## src/rtl/spi_fsm.sv

```systemverilog
// SPI slave transaction controller.
// Sequences one address byte (with the R/W flag in its MSB) followed by one
// data byte. The enables for the address latch, shift-register load, data
// memory write and MISO buffer are pure functions of the state. They are
// registered together with the state, so each one changes one clk after the
// condition that caused it.
module spi_fsm #(
    parameter int width = 8
) (
    input  logic       clk,
    input  logic       reset,
    input  logic       chipSelect,
    input  logic       sclkPosEdge,
    input  logic       srMsb,
    output logic       addrWe,
    output logic       srWe,
    output logic       dmWe,
    output logic       misoBufe,
    output logic       overrun,
    output logic [2:0] state
);

    localparam int CW = $clog2(width);
    localparam logic [CW-1:0] LAST = CW'(width - 1);

    typedef enum logic [2:0] {
        IDLE        = 3'd0,
        GET_ADDR    = 3'd1,
        GOT_ADDR    = 3'd2,
        READ_LOAD   = 3'd3,
        READ_SEND   = 3'd4,
        WRITE_RECV  = 3'd5,
        WRITE_STORE = 3'd6,
        DONE        = 3'd7
    } state_t;

    state_t          state_reg, state_next;
    logic [CW-1:0]   count_reg, count_next;
    logic            overrun_reg, overrun_next;
    logic            addr_we_reg, sr_we_reg, dm_we_reg, miso_bufe_reg;

    // Only the three shifting states count SCLK edges; in every other
    // state a stray edge is ignored.
    logic counting;
    logic last_edge;
    assign counting  = (state_reg == GET_ADDR) || (state_reg == READ_SEND) ||
                       (state_reg == WRITE_RECV);
    assign last_edge = sclkPosEdge && (count_reg == LAST);

    // Next-state, bit-counter and overrun-flag logic. Chip-select release
    // takes priority over SCLK edges.
    always_comb begin
        state_next   = state_reg;
        count_next   = count_reg;
        overrun_next = overrun_reg;
        if (state_reg != IDLE && chipSelect) begin
            state_next = IDLE;
        end else begin
            case (state_reg)
                IDLE: begin
                    if (!chipSelect) begin
                        state_next   = GET_ADDR;
                        overrun_next = 1'b0;
                    end
                end
                GET_ADDR:    if (last_edge) state_next = GOT_ADDR;
                GOT_ADDR:    state_next = srMsb ? READ_LOAD : WRITE_RECV;
                READ_LOAD:   state_next = READ_SEND;
                READ_SEND:   if (last_edge) state_next = DONE;
                WRITE_RECV:  if (last_edge) state_next = WRITE_STORE;
                WRITE_STORE: state_next = DONE;
                DONE:        if (sclkPosEdge) overrun_next = 1'b1;
                default:     state_next = IDLE;
            endcase
            if (counting && sclkPosEdge && !last_edge) begin
                count_next = count_reg + CW'(1);
            end
        end
        // Each new state starts its bit count from zero.
        if (state_next != state_reg) begin
            count_next = '0;
        end
    end

    // State, counter, sticky flag and the state-decoded enables.
    // The enables are decoded from the next state, so they always match
    // the state register they are registered alongside.
    always_ff @(posedge clk) begin
        if (reset) begin
            state_reg     <= IDLE;
            count_reg     <= '0;
            overrun_reg   <= 1'b0;
            addr_we_reg   <= 1'b0;
            sr_we_reg     <= 1'b0;
            dm_we_reg     <= 1'b0;
            miso_bufe_reg <= 1'b0;
        end else begin
            state_reg     <= state_next;
            count_reg     <= count_next;
            overrun_reg   <= overrun_next;
            addr_we_reg   <= (state_next == GOT_ADDR);
            sr_we_reg     <= (state_next == READ_LOAD);
            dm_we_reg     <= (state_next == WRITE_STORE);
            miso_bufe_reg <= (state_next == READ_SEND);
        end
    end

    assign addrWe   = addr_we_reg;
    assign srWe     = sr_we_reg;
    assign dmWe     = dm_we_reg;
    assign misoBufe = miso_bufe_reg;
    assign overrun  = overrun_reg;
    assign state    = state_reg;

endmodule

```

## config.mk

```make
export PLATFORM = sky130hd
export DESIGN_NAME = spi_fsm
export DESIGN_NICKNAME = d
export VERILOG_FILES = /design/src/rtl/spi_fsm.sv
export SDC_FILE = /design/constraint.sdc
export NUM_CORES = 1
export LEC_CHECK = 0
export BUFFER_PORTS_ARGS = -buffer_cell sky130_fd_sc_hd__clkbuf_2
export CAP_MARGIN = 10
export CORE_MARGIN = 2
export CORE_UTILIZATION = 25
export DETAILED_ROUTE_END_ITERATION = 8
export SETUP_SLACK_MARGIN = 0.3
export SYNTH_ARGS = -nofsm -noshare
export SYNTH_HDL_FRONTEND = slang
export SYNTH_SLANG_ARGS = --single-unit
```

## constraint.sdc

```tcl
create_clock -name clk -period 2 [get_ports clk]
set_input_delay 0.2 -clock clk [delete_from_list [all_inputs] [get_ports clk]]
set_output_delay 0.2 -clock clk [all_outputs]
set_load 0.05 [all_outputs]
```

==> results.py, run 1 <==
metrics = {
    "outcome": {
        "status": "complete, no violations",
    },
    "floorplanning": {
        "core-area_um2": 2170,
        "start_util_pct": 25.8,
        "rows": 17,
        "die_x_um": 51.4,
        "fp.dieH_um": 51.4,
        "io_pins": 13,
        "dieArea_um2": 2640,
    },
    "cts": {
        "cts_root_buf": "clkbuf_4",
        "insertion_delay_ns": 0.28,
        "cts.sinks": 11,
        "clkTransAtPathRegs_ns": 0.07,
        "numCtsBuffers": 3,
        "cts_hold_buf": 0,
        "cts_buffer_depth": 2,
        "h-tree-depth": 1,
        "tritoncts": "built",
    },
    "global_route": {
        "grt_pass1_wl_mm": 2.02,
        "grt_max_degree": 16,
        "antenna_found_initial": 0,
        "grt.total_usage_pct": 10.7,
        "grt_remaining_overflow": 0,
        "first_global_vias": 450,
    },
    "yosys": {
        "synthCells": 62,
        "netlist_top_cells_area": "dfxtp_1 (39%), ha_1 (4.5%), nor2_1 (4.0%)",
        "ys_seq_area_share_pct": 39.3,
        "avgSynthCellArea_um2": 9.04,
        "async_reset_ff_share_pct": 0,
        "yosysWarnings": 0,
        "synth-main-ff-cell": "dfxtp_1",
        "yosys.area.top_type": "dfxtp_1",
        "synth_top_area_share_pct": 39.3,
        "syn_area_um2": 561,
        "synth_cell_types": 32,
        "synth_edf_count": 0,
        "mappedNetlistNets": 69,
        "ys_ff_latch": 11,
    },
    "worst_setup_path": {
        "worstPathRequired_ns": 2.21,
        "start_kind": "flop",
        "arrival_ns": 1.83,
        "crit_path_end_kind": "flop",
        "crit_type": "reg2reg",
        "cp_max_fo": 4,
    },
    "routing": {
        "drt-total-wl_mm": 1.16,
        "wl_per_cell_um": 11.1,
        "dr.first_iter.drc_count": 9,
        "dr_wl_met2_um": 492,
        "num_vias": 510,
        "met3_length_um": 46,
        "drt-vias-per-instance": 4.86,
        "ant_nets": 0,
        "drt-met1-wl_um": 576,
        "dr.pass1.iters": 3,
        "drc_errors": 0,
        "top_layer": "met4",
    },
    "layout": {
        "seq_area_um2": 221,
        "drive_above_1_share_pct": 29.9,
        "multiInputGateArea_um2": 320,
        "final_nets": 85,
        "fill_cells": 245,
        "areaGrowthSynthToFinish_pct": 22.3,
        "antennaDiodeCount": 0,
        "fin_cells": 105,
        "final_cell_mix": "clkbuf_2 (12), dfxtp_1 (10), nor2_1 (6), o21ai_0 (4)",
        "final_common_cell": "clkbuf_2",
    },
    "sta": {
        "slew_headroom_pct": 65.3,
        "rsz0062_at_grt": "false",
        "setup_violations": 0,
        "fin_crit_ns": 1.62,
        "drv_slew": 0,
        "max_slew.worst_pin.slew_ns": 0.515,
        "tns_ns": 0,
        "hold_viol": 0,
        "finalClockSkew_ns": 0.00504,
        "max_freq_mhz": 619,
        "finalCritPeriodShare_pct": 80.8,
    },
    "placed_design": {
        "hpwl_um": 796,
        "port_buffers": 12,
        "place.gp.congestion": 0.740,
        "placedCellCount": 99,
    },
    "pwr": {
        "power_density_nw_per_um2": 613,
        "power_switching_mw": 0.105,
        "vdd.ir_drop.worst_uv": 406,
        "p_int_mw": 0.315,
        "pwr-share-comb_pct": 9.6,
        "p_leak_nw": 0.314,
        "pwr-share-clk_pct": 36.7,
        "seq_power_share_pct": 53.7,
        "p_sw_share_pct": 25.0,
    },
    "job": {
        "max_cap_violations": 0,
    },
    "hold_path": {
        "min_path_type": "in2reg",
    },
}
-- routing by layer --
layer  track usage (%)  vias up
met5                 0        -
met4              9.21        0
met3              2.63        5
met2              15.4        9
met1              13.2      238
li1                  -      258
-- layout make-up --
class	count	share of cell area, %
clock buffers	4	3.83
multi-input cells	47	46.7
flip-flops and latches	11	32.3
well taps	28	5.11
repair buffers	15	12.0
-- power by group through the flow --
stage | registers, mW | logic [mW] | clock network (mW)
detailed placement | 0.231 | 0.0382 | 0
global route | 0.226 | 0.0443 | 0.177
global placement | 0.231 | 0.0379 | 0
CTS | 0.226 | 0.0386 | 0.161
finish | 0.226 | 0.0403 | 0.154
floorplan | 0.233 | 0.0259 | 0
-- worst max-delay path, stage by stage (launching register included) --
cell     delay [ns]
dfxtp_2        0.32
ha_1           0.19
ha_2           0.18
and2_4         0.15
or4_4          0.40
a31o_1         0.21
nor2_1         0.09
-- repair_timing --
item	in CTS	in global routing
setup buffers	0	2
setup endpoints to repair	1	3
gates resized for setup	2	2
pin swaps	1	3
-- kinds of logic (layout without fill, tap and decap cells) --
kind of cell	Yosys count	count (layout)	synth area share, %
XOR/XNOR	1	1	1.56
flip-flops	11	11	39.3
buffers and inverters	4	19	5.13
multiplexers	2	2	3.57
AND/OR/NAND/NOR	27	27	28.6
AO/OA/AOI/OAI	15	15	17.4
adder cells (fa/ha/maj)	2	2	4.46
-- through the flow --
stage	power, mW	utilization [%]	hold slack (ns)	setup slack [ns]	cell area (µm²)
after floorplan	0.259	-	0.269	0.404	561
after global routing	0.448	31.6	0.169	0.310	686
after detailed placement	0.269	29.2	0.447	0.322	634
after CTS	0.425	30.7	0.147	0.312	666
after global placement	0.269	29.2	0.444	0.344	634
final	0.420	31.6	0.156	0.384	686
-- cells in the mapped netlist, types with 2 or more instances --
cell,number
a21oi_1,3
nand3_1,2
o21ai_0,4
mux2i_1,2
nor2_1,6
and3_1,2
nand2_1,3
o31ai_1,2
ha_1,2
dfxtp_1,11
nand2b_1,3
buf_2,2
-- path summary, 6_finish.rpt --
path,start,end,slack (ns),cells after the start
hold / removal,reset,overrun,0.16,2
setup / recovery,count_reg[0],count_reg[0],0.38,6
setup reg to reg,count_reg[0],count_reg[0],0.38,6
hold reg to reg,overrun,overrun,0.49,2
No activity file was read; power rests on OpenSTA's default activity.
==> run 2: changes to the inputs <==
==> constraint.sdc (replaced) <==
create_clock -name clk -period 1.7 [get_ports clk]
set_input_delay 0.17 -clock clk [delete_from_list [all_inputs] [get_ports clk]]
set_output_delay 0.17 -clock clk [all_outputs]
set_load 0.05 [all_outputs]
==> run 2 against run 1 <==
  * Sequential share of layout area is 2.2 points lower
  * Global-route usage is 0.068 points lower
  * Sequential cell count stayed put
  * Combinational power is 28% higher
  * Core utilization is 3.1 points higher
  * Final cell count stayed put
  * Via count is 0.59% lower
  * Clock skew is 0.00099 ns higher
  * Wire length is 12% higher
  * Worst hold slack worse by 0.019 ns
  * Critical path type unchanged
  * Largest power group unchanged
==> results.py, run 2 (synthesis results as in run 1) <==
metrics = {
    "outcome": {
        "status": "complete, no violations",
    },
    "pwr": {
        "finalPower_mw": 0.500,
        "p_leak_nw": 0.319,
        "power_density_nw_per_um2": 665,
        "vdd.ir_drop.worst_uv": 308,
    },
    "worst_setup_path": {
        "start_kind": "flop",
        "crit_chain": "ha_4 -> ha_4 -> and2_4 -> or4_4 -> a31o_1 -> nor2_1",
        "crit_path_top_delay_cell": "or4_4",
        "r2r_slack_ns": 0.11,
        "crit_type": "reg2reg",
        "r2r_start": "count_reg[0]",
        "critPathMaxStageDelay_ns": 0.40,
        "worstPathRequired_ns": 1.91,
        "crit_family": "simple AND/OR/NAND/NOR gates",
        "reg2regPathDepth": 6,
        "arrival_ns": 1.79,
        "r2r-end": "count_reg[0]",
        "cp_max_fo": 3,
        "cp_common_cell": "ha_4",
        "cp.buffers_inverters": 0,
        "crit_path_end_kind": "flop",
    },
    "cts": {
        "insertion_delay_ns": 0.27,
        "numCtsBuffers": 3,
        "cts.sinks": 11,
        "tritoncts": "built",
        "cts_buffer_depth": 2,
        "clkTransAtPathRegs_ns": 0.08,
        "h-tree-depth": 1,
        "cts_hold_buf": 0,
        "cts_root_buf": "clkbuf_4",
    },
    "hold_path": {
        "min_path_cells": 2,
        "min_path_type": "in2reg",
        "min_from": "reset",
        "min_to": "overrun",
    },
    "floorplanning": {
        "start_util_pct": 25.8,
        "dieArea_um2": 2640,
        "fp.dieH_um": 51.4,
        "rows": 17,
        "die_x_um": 51.4,
        "core-area_um2": 2170,
        "io_pins": 13,
    },
    "placed_design": {
        "port_buffers": 12,
        "hpwl_um": 854,
        "place.gp.congestion": 0.768,
    },
    "global_route": {
        "grt_max_degree": 14,
        "grt.total_usage_pct": 10.6,
        "first_global_vias": 465,
        "grt_remaining_overflow": 0,
        "grt_pass1_wl_mm": 2.04,
        "antenna_found_initial": 0,
    },
    "sta": {
        "tns_ns": 0,
        "hold_viol": 0,
        "max_slew.worst_pin.slew_ns": 0.507,
        "drv_slew": 0,
        "finalClockSkew_ns": 0.00604,
        "fin_crit_ns": 1.59,
        "max_freq_mhz": 630,
        "rsz0062_at_grt": "true",
        "finalCritPeriodShare_pct": 93.4,
        "slew_headroom_pct": 65.8,
        "setup_violations": 0,
    },
    "layout": {
        "final_common_cell": "clkbuf_2",
        "drive_above_1_share_pct": 42.9,
        "antennaDiodeCount": 0,
        "areaGrowthSynthToFinish_pct": 34.2,
        "final_cell_mix": "clkbuf_2 (12), nor2_1 (6), dfxtp_1 (6), dfxtp_2 (5)",
        "final_nets": 85,
    },
    "routing": {
        "dr.first_iter.drc_count": 10,
        "ant_nets": 0,
        "drt-vias-per-instance": 4.83,
        "num_vias": 507,
        "drc_errors": 0,
        "dr.pass1.iters": 4,
        "wl_per_cell_um": 12.4,
        "drt-total-wl_mm": 1.31,
    },
    "job": {
        "max_cap_violations": 0,
    },
}
## run 2: cell counts in the layout (fill, tap and decap cells not counted)
No cell type changed its count.
## run 2: routing by layer
metal | wire length (µm) | GRT usage [%] | vias up
met1 | 567 | 12.8 | 232
met4 | 28 | 5.26 | 0
met3 | 55 | 3.80 | 4
met2 | 655 | 16.7 | 10
met5 | 0 | 0 | -
li1 | - | - | 261
## run 2: power by group
part | internal, mW | switching, mW | leakage [nW]
logic | 0.0202 | 0.0312 | 0.213
registers | 0.260 | 0.00582 | 0.0912
clock network | 0.0908 | 0.0916 | 0.0150
total | 0.371 | 0.129 | 0.319
## run 2: area by class of cell
class                      count  area, µm²
sequential                    11        226
timing repair buffer          15       82.6
multi-input combinational     47        382
tap                           28       35.0
fill                         226       1420
clock buffer                   4       26.3
## run 2: worst max-delay path by stage
| stage | from | endpoint | cells after the start |
|---|---|---|---|
| after global placement | count_reg[0] | count_reg[0] | 6 |
| after detailed placement | count_reg[0] | count_reg[0] | 6 |
| after floorplan | count_reg[0] | count_reg[0] | 6 |
| after CTS | count_reg[1] | count_reg[0] | 6 |
| after global routing | count_reg[1] | count_reg[0] | 6 |
| final | count_reg[0] | count_reg[0] | 6 |
## run 2: timing repair
action	in CTS	in global routing
gates resized for setup	0	10
buffers inserted	1	1
pin swaps	1	3
endpoints found under the setup margin	3	7
## run 2: per-stage QoR
stage / setup slack, ns / cells / hold WS (ns) / cell area, µm² / utilization (%)
floorplan: 0.176 / 62 / 0.239 / 594 / -
global placement: 0.117 / 99 / 0.412 / 668 / 30.8
detailed placement: 0.110 / 99 / 0.413 / 668 / 30.8
CTS: 0.124 / 104 / 0.119 / 702 / 32.4
global route: 0.0641 / 105 / 0.132 / 752 / 34.7
finish: 0.112 / 105 / 0.137 / 752 / 34.7
